## src/rtl/float_pkg.sv

```systemverilog
// Shared single-precision field widths, constants, FSM state type and unpack helpers
// for the calculator float units.
package float_pkg;

   localparam int EXP_W   = 8;
   localparam int MAN_W   = 23;
   localparam int BIAS    = 127;
   localparam int EXP_MAX = 2 * BIAS + 1;

   localparam logic [31:0] QNAN    = 32'h7FC00000;
   localparam logic [31:0] POS_INF = 32'h7F800000;
   localparam logic [31:0] NEG_INF = 32'hFF800000;

   typedef enum logic [2:0] {
      ST_IDLE  = 3'd0,
      ST_ALIGN = 3'd1,
      ST_SUB   = 3'd2,
      ST_NORM  = 3'd3,
      ST_ROUND = 3'd4,
      ST_DONE  = 3'd5
   } state_e;

   function automatic logic f_sign(input logic [31:0] f);
      return f[31];
   endfunction

   function automatic logic [EXP_W-1:0] f_exp(input logic [31:0] f);
      return f[30:23];
   endfunction

   function automatic logic [MAN_W-1:0] f_man(input logic [31:0] f);
      return f[22:0];
   endfunction

endpackage

```

## src/rtl/float_align_shift.sv

```systemverilog
// Combinational right barrel shifter for mantissa alignment; bits shifted out are
// collapsed into a single sticky flag.
module float_align_shift #(
   parameter int W = 27
) (
   input  logic [W-1:0] man_i,
   input  logic [7:0]   shamt_i,
   output logic [W-1:0] man_o,
   output logic         sticky_o
);

   logic [W-1:0] mask_s;

   always_comb begin
      man_o    = '0;
      sticky_o = 1'b0;
      mask_s   = '0;
      if (shamt_i > 8'(W - 1)) begin
         man_o    = '0;
         sticky_o = |man_i;
      end else begin
         mask_s   = ~({W{1'b1}} << shamt_i);
         man_o    = man_i >> shamt_i;
         sticky_o = |(man_i & mask_s);
      end
   end

endmodule

```

## src/rtl/float_sub.sv

```systemverilog
// Multi-cycle IEEE-754 single subtractor S = A - B with start/done handshake.
// Define FLOAT_SUB_ADD_MODE_EN to add the op port (op=1 selects A + B).
module float_sub
   import float_pkg::*;
#(
   parameter int GRS_BITS = 3
) (
   input  logic        clk,
   input  logic        rst,
   input  logic        start,
   input  logic [31:0] A,
   input  logic [31:0] B,
`ifdef FLOAT_SUB_ADD_MODE_EN
   input  logic        op,
`endif
   output logic        busy,
   output logic        done,
   output logic [31:0] S,
   output logic        overflow
);

   localparam int MW = MAN_W + 1 + GRS_BITS;

   state_e        state_q, state_d;
   logic [31:0]   a_q, a_d, b_q, b_d, s_q, s_d;
   logic          flip_q, flip_d, eff_sub_q, eff_sub_d, sign_q, sign_d, ovf_q, ovf_d;
   logic [9:0]    exp_q, exp_d;
   logic [MW-1:0] big_q, big_d, small_q, small_d;
   logic [MW:0]   man_q, man_d;
   logic          busy_q, done_q;

   logic          flip_s;
   logic [7:0]    ea_s, eb_s, diff_s;
   logic [MW-1:0] ma_s, mb_s, sh_in_s, sh_out_s;
   logic          sa_s, sb_s, sticky_s, a_ge_b_s;
   logic          a_nan_s, b_nan_s, a_inf_s, b_inf_s;
   logic          round_up_s;
   logic [24:0]   rnd_s;
   logic [9:0]    rexp_s;
   logic [22:0]   rfrac_s;

`ifdef FLOAT_SUB_ADD_MODE_EN
   assign flip_s = ~op;
`else
   assign flip_s = 1'b1;
`endif

   // Denormal operands collapse to zero: exponent 0 and an empty mantissa.
   assign ea_s     = f_exp(a_q);
   assign eb_s     = f_exp(b_q);
   assign ma_s     = (ea_s == 8'h00) ? '0 : {1'b1, f_man(a_q), {GRS_BITS{1'b0}}};
   assign mb_s     = (eb_s == 8'h00) ? '0 : {1'b1, f_man(b_q), {GRS_BITS{1'b0}}};
   assign sa_s     = f_sign(a_q);
   assign sb_s     = f_sign(b_q) ^ flip_q;
   assign a_nan_s  = (ea_s == 8'hFF) && (f_man(a_q) != 23'h0);
   assign b_nan_s  = (eb_s == 8'hFF) && (f_man(b_q) != 23'h0);
   assign a_inf_s  = (ea_s == 8'hFF) && (f_man(a_q) == 23'h0);
   assign b_inf_s  = (eb_s == 8'hFF) && (f_man(b_q) == 23'h0);
   assign a_ge_b_s = {ea_s, ma_s} >= {eb_s, mb_s};
   assign diff_s   = a_ge_b_s ? (ea_s - eb_s) : (eb_s - ea_s);
   assign sh_in_s  = a_ge_b_s ? mb_s : ma_s;

   float_align_shift #(.W(MW)) u_align (
      .man_i   (sh_in_s),
      .shamt_i (diff_s),
      .man_o   (sh_out_s),
      .sticky_o(sticky_s)
   );

   // Round-to-nearest-even on the guard/round/sticky bits below the 24-bit mantissa.
   assign round_up_s = man_q[GRS_BITS-1] & (man_q[GRS_BITS-2] | man_q[GRS_BITS-3] | man_q[GRS_BITS]);
   assign rnd_s      = {1'b0, man_q[MW-1:GRS_BITS]} + 25'(round_up_s);
   assign rexp_s     = exp_q + {9'h000, rnd_s[24]};
   assign rfrac_s    = rnd_s[24] ? rnd_s[23:1] : rnd_s[22:0];

   always_comb begin
      state_d   = state_q;
      a_d       = a_q;
      b_d       = b_q;
      flip_d    = flip_q;
      eff_sub_d = eff_sub_q;
      sign_d    = sign_q;
      exp_d     = exp_q;
      big_d     = big_q;
      small_d   = small_q;
      man_d     = man_q;
      s_d       = s_q;
      ovf_d     = ovf_q;
      case (state_q)
         ST_IDLE, ST_DONE: begin
            if (start) begin
               a_d     = A;
               b_d     = B;
               flip_d  = flip_s;
               state_d = ST_ALIGN;
            end else begin
               state_d = ST_IDLE;
            end
         end
         ST_ALIGN: begin
            if (a_nan_s || b_nan_s || (a_inf_s && b_inf_s && (sa_s != sb_s))) begin
               s_d     = QNAN;
               ovf_d   = 1'b0;
               state_d = ST_DONE;
            end else if (a_inf_s) begin
               s_d     = sa_s ? NEG_INF : POS_INF;
               ovf_d   = 1'b0;
               state_d = ST_DONE;
            end else if (b_inf_s) begin
               s_d     = sb_s ? NEG_INF : POS_INF;
               ovf_d   = 1'b0;
               state_d = ST_DONE;
            end else begin
               sign_d    = a_ge_b_s ? sa_s : sb_s;
               exp_d     = {2'b00, (a_ge_b_s ? ea_s : eb_s)};
               eff_sub_d = (sa_s != sb_s);
               big_d     = a_ge_b_s ? ma_s : mb_s;
               small_d   = sh_out_s | {{(MW-1){1'b0}}, sticky_s};
               state_d   = ST_SUB;
            end
         end
         ST_SUB: begin
            if (eff_sub_q) begin
               man_d = {1'b0, big_q} - {1'b0, small_q};
            end else begin
               man_d = {1'b0, big_q} + {1'b0, small_q};
            end
            state_d = ST_NORM;
         end
         ST_NORM: begin
            if (man_q[MW]) begin
               man_d   = {1'b0, man_q[MW:2], man_q[1] | man_q[0]};
               exp_d   = exp_q + 10'd1;
               state_d = ST_ROUND;
            end else if (man_q == '0) begin
               s_d     = 32'h00000000;
               ovf_d   = 1'b0;
               state_d = ST_DONE;
            end else if (man_q[MW-1]) begin
               state_d = ST_ROUND;
            end else if (exp_q <= 10'd1) begin
               // The next left shift would reach exponent 0: flush to +0.
               s_d     = 32'h00000000;
               ovf_d   = 1'b0;
               state_d = ST_DONE;
            end else begin
               man_d = {man_q[MW-1:0], 1'b0};
               exp_d = exp_q - 10'd1;
            end
         end
         ST_ROUND: begin
            if (rexp_s >= 10'(EXP_MAX)) begin
               s_d   = {sign_q, 8'hFF, 23'h000000};
               ovf_d = 1'b1;
            end else begin
               s_d   = {sign_q, rexp_s[7:0], rfrac_s};
               ovf_d = 1'b0;
            end
            state_d = ST_DONE;
         end
         default: begin
            state_d = ST_IDLE;
         end
      endcase
   end

   always_ff @(posedge clk) begin
      if (rst) begin
         state_q   <= ST_IDLE;
         a_q       <= 32'h0;
         b_q       <= 32'h0;
         flip_q    <= 1'b0;
         eff_sub_q <= 1'b0;
         sign_q    <= 1'b0;
         exp_q     <= 10'h0;
         big_q     <= '0;
         small_q   <= '0;
         man_q     <= '0;
         s_q       <= 32'h0;
         ovf_q     <= 1'b0;
         busy_q    <= 1'b0;
         done_q    <= 1'b0;
      end else begin
         state_q   <= state_d;
         a_q       <= a_d;
         b_q       <= b_d;
         flip_q    <= flip_d;
         eff_sub_q <= eff_sub_d;
         sign_q    <= sign_d;
         exp_q     <= exp_d;
         big_q     <= big_d;
         small_q   <= small_d;
         man_q     <= man_d;
         s_q       <= s_d;
         ovf_q     <= ovf_d;
         busy_q    <= (state_d == ST_ALIGN) || (state_d == ST_SUB) ||
                      (state_d == ST_NORM)  || (state_d == ST_ROUND);
         done_q    <= (state_d == ST_DONE);
      end
   end

   assign busy     = busy_q;
   assign done     = done_q;
   assign S        = s_q;
   assign overflow = ovf_q;

endmodule

```

## config.mk

```make
export PLATFORM = sky130hd
export DESIGN_NAME = float_sub
export DESIGN_NICKNAME = d
export VERILOG_FILES = /design/src/rtl/float_pkg.sv /design/src/rtl/float_align_shift.sv /design/src/rtl/float_sub.sv
export SDC_FILE = /design/constraint.sdc
export NUM_CORES = 1
export LEC_CHECK = 0
export ABC_CLOCK_PERIOD_IN_PS = 8000
export BUFFER_PORTS_ARGS = -buffer_cell sky130_fd_sc_hd__buf_2
export CAP_MARGIN = 40
export CORE_ASPECT_RATIO = 0.5
export CORE_MARGIN = 2
export CORE_UTILIZATION = 45
export CTS_CLUSTER_SIZE = 16
export DETAILED_ROUTE_END_ITERATION = 6
export PLACE_DENSITY = 0.73
export SYNTH_ARGS = -nofsm -noshare
export SYNTH_HDL_FRONTEND = slang
export SYNTH_SLANG_ARGS = --single-unit
```

## constraint.sdc

```tcl
create_clock -name clk -period 8 [get_ports clk]
set_input_delay 1.6 -clock clk [delete_from_list [all_inputs] [get_ports clk]]
set_output_delay 1.6 -clock clk [all_outputs]
set_load 0.01 [all_outputs]
```

Word-level counts from Yosys, hierarchy flattened
Index checks and enable logic that the tools add are counted.
{"block": "totals", "register_bits": 197, "latch_bits": 0, "mem_bits_rw": 0, "mem_bits_ro": 0, "out_inout_bits": 35, "n_memories": 0}
{"block": "op_classes", "add_sub_neg": 8, "n_mul": 0, "div": 0, "n_lt_le_gt_ge": 4, "n_eq_ne": 23, "shifts": 2, "mux": 53, "bitwise_logic": 10, "n_reduce_logical": 31}
{"cell": "32-bit 2-to-1 mux", "count": 9}
{"cell": "27-bit 2-to-1 mux", "count": 9}
{"cell": "32-bit case mux with 3 select lines", "count": 1}
{"cell": "10-bit 2-to-1 mux", "count": 7}
{"cell": "28-bit case mux with 2 select lines", "count": 1}
{"cell": "27-bit OR reduction", "count": 2}
{"cell": "23-bit zero test", "count": 2}
{"cell": "23-bit nonzero test", "count": 2}
{"cell": "35-bit greater-or-equal comparator", "count": 1}
{"cell": "31-bit 2-to-1 mux", "count": 1}
{"cell": "27-bit by 27-bit adder with 28-bit output", "count": 1}
{"cell": "28-bit zero test", "count": 1}
{"cell": "28-bit 2-to-1 mux", "count": 1}
{"cell": "27-bit by 27-bit subtractor with 28-bit output", "count": 1}
{"cell": "27-bit bitwise AND", "count": 1}
{"cell": "27-bit NOT", "count": 1}
{"cell": "27-bit by 1-bit OR with 27-bit output", "count": 1}
{"cell": "27-bit by 8-bit << shifter with 27-bit output, first input constant", "count": 1}
{"cell": "27-bit by 8-bit >> shifter with 27-bit output", "count": 1}
{"cell": "24-bit by 1-bit adder with 25-bit output", "count": 1}
{"cell": "23-bit 2-to-1 mux", "count": 1}
{"cell": "3-bit 2-to-1 mux", "count": 7}
{"cell": "10-bit case mux with 2 select lines", "count": 1}
{"cell": "8-bit equality test, second input constant", "count": 2}
{"cell": "other kinds (33)", "count": 75}

Logic depth before layout (Yosys ltp)
{"block": "depth", "ltp_word": 11, "ltp_mapped": 23, "ltp_nobuf": 21}

Modules after synthesis
Synthesis repeated with hierarchy kept, for this count alone.
{"block": "hier_totals", "hier_cells": 1952, "hier_area_um2": 14154.8}
{"mod": "float_sub", "instances": 1, "cells_per_inst": 1659, "area_each_um2": 12238.0, "seq_area_each_um2": 3883.7}
{"mod": "float_align_shift", "instances": 1, "cells_per_inst": 293, "area_each_um2": 1916.8, "seq_area_each_um2": 0.0}

Worst setup path before layout
OpenSTA, ideal clock, no wires.
{"block": "synth_timing", "path_kind": "register to register", "start": "register a_q[24]", "end": "register small_q[1]", "setup_time_ns": 0.122, "arrival_time_ns": 4.444, "required_time_ns": 7.878, "slack_ns": 3.434, "stages_incl_launch_ff": 21, "n_path_buf": 6, "cell_sequence": "dfxtp_1 > nor4_1 > nand2_1 > clkbuf_1 > nand2_1 > inv_1 > ha_1 > nand4_1 > or4_4 > a2111o_1 > buf_6 > nand3_4 > buf_12 > buf_12 > mux2i_1 > clkbuf_1 > clkbuf_1 > o22ai_1 > a211oi_1 > a21oi_1 > a221o_1"}
{"block": "synth_via", "elab_chain_cells": 7, "elab_cells_between_ends": 21, "cone_classes": "add/sub: 2; order compare: 2; eq/ne: 1; shift: 1; mux: 4; bitwise: 3; reduce/logical: 8"}
{"element": "start, declared", "line": "float_sub.sv:25", "source": "logic [31:0] a_q, a_d, b_q, b_d, s_q, s_d;"}
{"element": "start signal, assigned", "line": "float_sub.sv:170", "source": "a_q <= 32'h0;"}
{"element": "start signal, assigned", "line": "float_sub.sv:185", "source": "a_q <= a_d;"}
{"element": "8-bit zero test or 8-bit equality test (tied branches)", "line": "float_sub.sv:51, float_sub.sv:55, float_sub.sv:57"}
{"element": "27-bit 2-to-1 mux or 1-bit logical AND (tied branches)", "line": "float_sub.sv:51, float_sub.sv:57"}
{"element": "35-bit greater-or-equal comparator or 1-bit logical AND (tied branches)", "line": "float_sub.sv:59, float_sub.sv:101"}
{"element": "27-bit 2-to-1 mux, or another cell as far along", "line": "float_sub.sv:61", "source": "assign sh_in_s = a_ge_b_s ? mb_s : ma_s;"}
{"element": "27-bit by 8-bit >> shifter with 27-bit output, or another cell as far along", "line": "float_align_shift.sv:23", "source": "man_o = man_i >> shamt_i;"}
{"element": "27-bit 2-to-1 mux or 1-bit NOT (tied branches)"}
{"element": "27-bit by 1-bit OR with 27-bit output or 4-bit AND reduction (tied branches)"}
{"element": "end signal, assigned", "line": "float_sub.sv:192", "source": "small_q <= small_d;"}
{"element": "end, declared", "line": "float_sub.sv:28", "source": "logic [MW-1:0] big_q, big_d, small_q, small_d;"}
Parallel ways exist; a longest one is shown, timed or not.
A chain may end at the register's enable or synchronous reset.

Worst setup path in the final report
{"block": "layout_timing", "start": "register a_q[27]", "end": "register small_q[0]"}
{"block": "layout_via", "elab_chain_cells": 10, "elab_cells_between_ends": 27, "cone_classes": "add/sub: 2; order compare: 2; eq/ne: 1; shift: 2; mux: 5; bitwise: 5; reduce/logical: 10"}
{"element": "8-bit zero test", "line": "float_sub.sv:51", "source": "assign ma_s = (ea_s == 8'h00) ? '0 : {1'b1, f_man(a_q), {GRS_BITS{1'b0}}};"}
{"element": "27-bit 2-to-1 mux", "line": "float_sub.sv:51"}
{"element": "35-bit greater-or-equal comparator", "line": "float_sub.sv:59", "source": "assign a_ge_b_s = {ea_s, ma_s} >= {eb_s, mb_s};"}
{"element": "8-bit 2-to-1 mux", "line": "float_sub.sv:60", "source": "assign diff_s = a_ge_b_s ? (ea_s - eb_s) : (eb_s - ea_s);"}
{"element": "27-bit by 8-bit << shifter with 27-bit output", "line": "float_align_shift.sv:22", "source": "mask_s = ~({W{1'b1}} << shamt_i);"}
{"element": "27-bit NOT", "line": "float_align_shift.sv:22"}
{"element": "27-bit bitwise AND", "line": "float_align_shift.sv:24", "source": "sticky_o = |(man_i & mask_s);"}
{"element": "27-bit OR reduction", "line": "float_align_shift.sv:24"}
{"element": "1-bit 2-to-1 mux", "line": "float_align_shift.sv:18", "source": "if (shamt_i > 8'(W - 1)) begin"}
{"element": "27-bit by 1-bit OR with 27-bit output", "line": "float_sub.sv:118", "source": "small_d = sh_out_s | {{(MW-1){1'b0}}, sticky_s};"}
Parallel ways exist; a longest one is shown, timed or not.

==> flow_summary.ini <==
[cts]
cts_sinks = 194
ctsResizeCount = 0
cts_tree = built
clockBufferDepth = 2
path_clk_slew_ns = 0.08
root_buffer = clkbuf_16
holdBufCountCts = 0
clk_latency_ns = 0.46
post_cts_buffers = 0
htree_levels = 4
cts_buffers = 17

[placed_design]
place.port_buffers = 101
dp.cells = 2367
gp_congestion = 0.987
dpl.hpwl_um = 33600

[global_routing]
grt_pass1_vias = 12833
grt_pass1_wl_um = 70800
grt_use_total_pct = 26.7
grt_overflow_total = 0
grt_max_degree = 77
grt_antenna_before_repair = 0

[critical_path]
cp_max_fo = 46
cp_num_buf_inv = 2
path_class = reg -> reg
r2r_start = a_q[27]
max_stage_delay_ns = 0.70
cp-end-kind = register
reg2reg_depth = 18
critPathTopFamily = compound AO/OA/AOI/OAI gates
worstPathArrival_ns = 6.40
crit_slowest_cell = o311a_1
reg2reg_to = small_q[0]
crit_required_ns = 8.34
r2r_slack_ns = 1.94
crit_path_start_kind = register
cp_cell_sequence = nor4_1, nand2_1, buf_16, nand2_1, inv_1, ha_1, a21oi_1, o21ai_0, a2111oi_2, a2111o_1, nand3_4, o311a_1, nor2_1, a31oi_1, a31oi_1, nand4_1, a2111oi_0, a21oi_1

[drt]
wl_met3_um = 4050
routed_via_density = 6.03
wl_met1_um = 20800
vias = 14461
drt_iter0_drc = 1451
top_layer_used = met4
drt.antenna.violating_nets = 0
drcViolationCount = 3
drtPass1Iterations = 7
post_drt_wl_per_cell_um = 18.6
wl_met2_um = 18600
routed_wl_um = 44700

[job]
cap_viol_max_count = 0

[sta]
clock.fmax_mhz = 165
slew_violations = 0
setup_viol = 0
skew_ns = 0.0110
fin_crit_sh_pct = 75.8
hold_viol = 0
holdWs_ns = 0.465
worst_pin_slew_ns = 0.930
setup_tns_ns = 0
fin_crit_ns = 6.06
rsz0062_at_grt = no
relSlewSlack_pct = 37.9

[logic_synthesis]
synth-edff-count = 0
synthCells = 1956
seq_area_frac_synth_pct = 27.3
synthSimpleGateAreaFrac_pct = 24.2
synth_area_um2 = 14200
yosys_register_bits = 194
synth_top_family_by_area = compound AO/OA/AOI/OAI gates
async_reset_ff_share_pct = 0
synthFlopType = dfxtp_1
syn_nets = 2095
yosysWarnings = 0
synth_compound_area_share_pct = 25.4
yosysUniqueCellTypes = 85
synth_fa_ha_area_share_pct = 6.51
muxShareOfSynthArea_pct = 5.62
synth_xor_area_share_pct = 4.74
syn_avg_cell_area_um2 = 7.27

[finish]
drive_above_1_share_pct = 10.7
fin_nets = 2103
fin_cells = 2400
area_growth_pct = 9.78
antenna_cells = 0

[worst_hold_path]
hp-class = reg -> reg
hp-start = overflow
hold_end = overflow
hold-path-cell-count = 2

[floorplanning]
die_w_um = 255
io-pin-count = 102
row_count = 45
die_y_um = 130
die_area_um2 = 33100
initial_core_util_pct = 46.3
fp.coreArea_um2 = 30700

[run_status]
violations = design-rule violations
outcome = finished with violations
-- worst max path at each step --
stage               depth (start not counted)         end    start
global placement                           17  small_q[0]  a_q[27]
floorplan                                  20  small_q[1]  a_q[24]
finish                                     18  small_q[0]  a_q[27]
CTS                                        18  small_q[0]  a_q[27]
detailed placement                         18  small_q[0]  a_q[27]
global route                               18  small_q[0]  a_q[27]
-- sequential cells by signal (all words and copies together), names as in the netlist --
signal and flops:
small_q 27, b_q 32, done 1, big_q 24, overflow 1, man_q 28, sign_q 1, S 32
state_q 3, eff_sub_q 1, flip_q 1, busy 1, a_q 32, exp_q 10
-- final cells by class --
class,count,area (um^2)
clock buffer,17,425
clock inverter,15,188
fill,3103,15100
inverter,73,274
multi-input combinational,1545,9500
sequential,194,3880
tap,423,529
timing repair buffer,133,808
-- logic make-up after synthesis --
group | count (synthesis)
xor+xnor | 77
mux | 62
simple gates | 771
fa+ha+maj | 73
buf+inv | 217
flops | 194
compound gates | 562
-- cell usage after synthesis (5+ instances only) --
cell / instances / area share, %
o31ai_1: 17 / 0.90
a22oi_1: 22 / 1.2
o21ai_0: 69 / 2.4
ha_1: 70 / 6.2
a221oi_1: 14 / 0.86
dfxtp_1: 194 / 27
o22ai_1: 21 / 0.92
xnor2_1: 56 / 3.4
and2_1: 9 / 0.40
o211ai_1: 6 / 0.32
a32oi_1: 6 / 0.37
nor4b_1: 7 / 0.43
buf_1: 17 / 0.45
a222oi_1: 11 / 0.77
nand3_1: 49 / 1.7
o21a_1: 11 / 0.58
a311oi_1: 9 / 0.55
and3_1: 10 / 0.44
nor4_1: 28 / 1.2
a31oi_1: 14 / 0.62
nor2_1: 229 / 6.0
nand4_1: 27 / 1.2
nand2b_1: 14 / 0.62
o221ai_1: 9 / 0.55
mux2i_1: 39 / 2.7
a211oi_1: 57 / 3.0
nand2_1: 317 / 8.4
nor2b_1: 10 / 0.44
xor2_1: 21 / 1.3
buf_2: 11 / 0.39
a211o_1: 5 / 0.31
nor3b_1: 6 / 0.32
mux2_2: 9 / 0.71
a32o_1: 5 / 0.35
a21oi_1: 218 / 7.7
or2_2: 6 / 0.26
or3_1: 6 / 0.26
inv_1: 73 / 1.9
nor3_1: 32 / 1.1
mux4_2: 13 / 2.1
a21o_1: 14 / 0.74
clkbuf_1: 110 / 2.9
o21ai_1: 14 / 0.49
-- metrics by stage --
| stage | util (%) | worst slack (ns) | area (um^2) |
|---|---|---|---|
| 6_report | 50.9 | 1.94 | 15600 |
| 5_1_grt | 50.9 | 1.67 | 15600 |
| 4_1_cts | 50.9 | 2.15 | 15600 |
| 3_5_place_dp | 48.9 | 2.24 | 15000 |
| 3_3_place_gp | 48.6 | 1.93 | 14900 |
| 2_1_floorplan | - | 3.43 | 14200 |
-- placed cells by master (no fill, tap or decap), drive strengths merged, types with 22 or more instances in the layout --
master  synthesis  final
a211oi         58     58
a21oi         218    218
a22oi          22     22
buf            34    133
dfxtp         194    194
ha             70     70
inv            73     80
mux2i          39     39
nand2         317    317
nand3          50     50
nand4          27     27
nor2          230    230
nor3           32     32
nor4           28     28
o21ai          83     83
xnor2          56     56
-- routing by layer --
metal  vias to the layer above  track usage [%]
li1                       7055                -
met1                      6736             37.5
met2                       594             40.7
met3                        76             5.91
met4                         0             9.17
met5                         -                0
-- worst reg2reg max path: stages (launching register included) --
cell       delay (ns)
dfxtp_1          0.36
nor4_1           0.43
nand2_1          0.34
buf_16           0.26
nand2_1          0.20
inv_1            0.09
ha_1             0.34
a21oi_1          0.17
o21ai_0          0.17
a2111oi_2        0.49
a2111o_1         0.47
nand3_4          0.52
o311a_1          0.71
nor2_1           0.38
a31oi_1          0.14
a31oi_1          0.19
nand4_1          0.13
a2111oi_0        0.44
a21oi_1          0.11
Power is left out: the tool's default activity adds up to more than one toggle a clock period on the data nets, which glitch-free logic cannot reach.
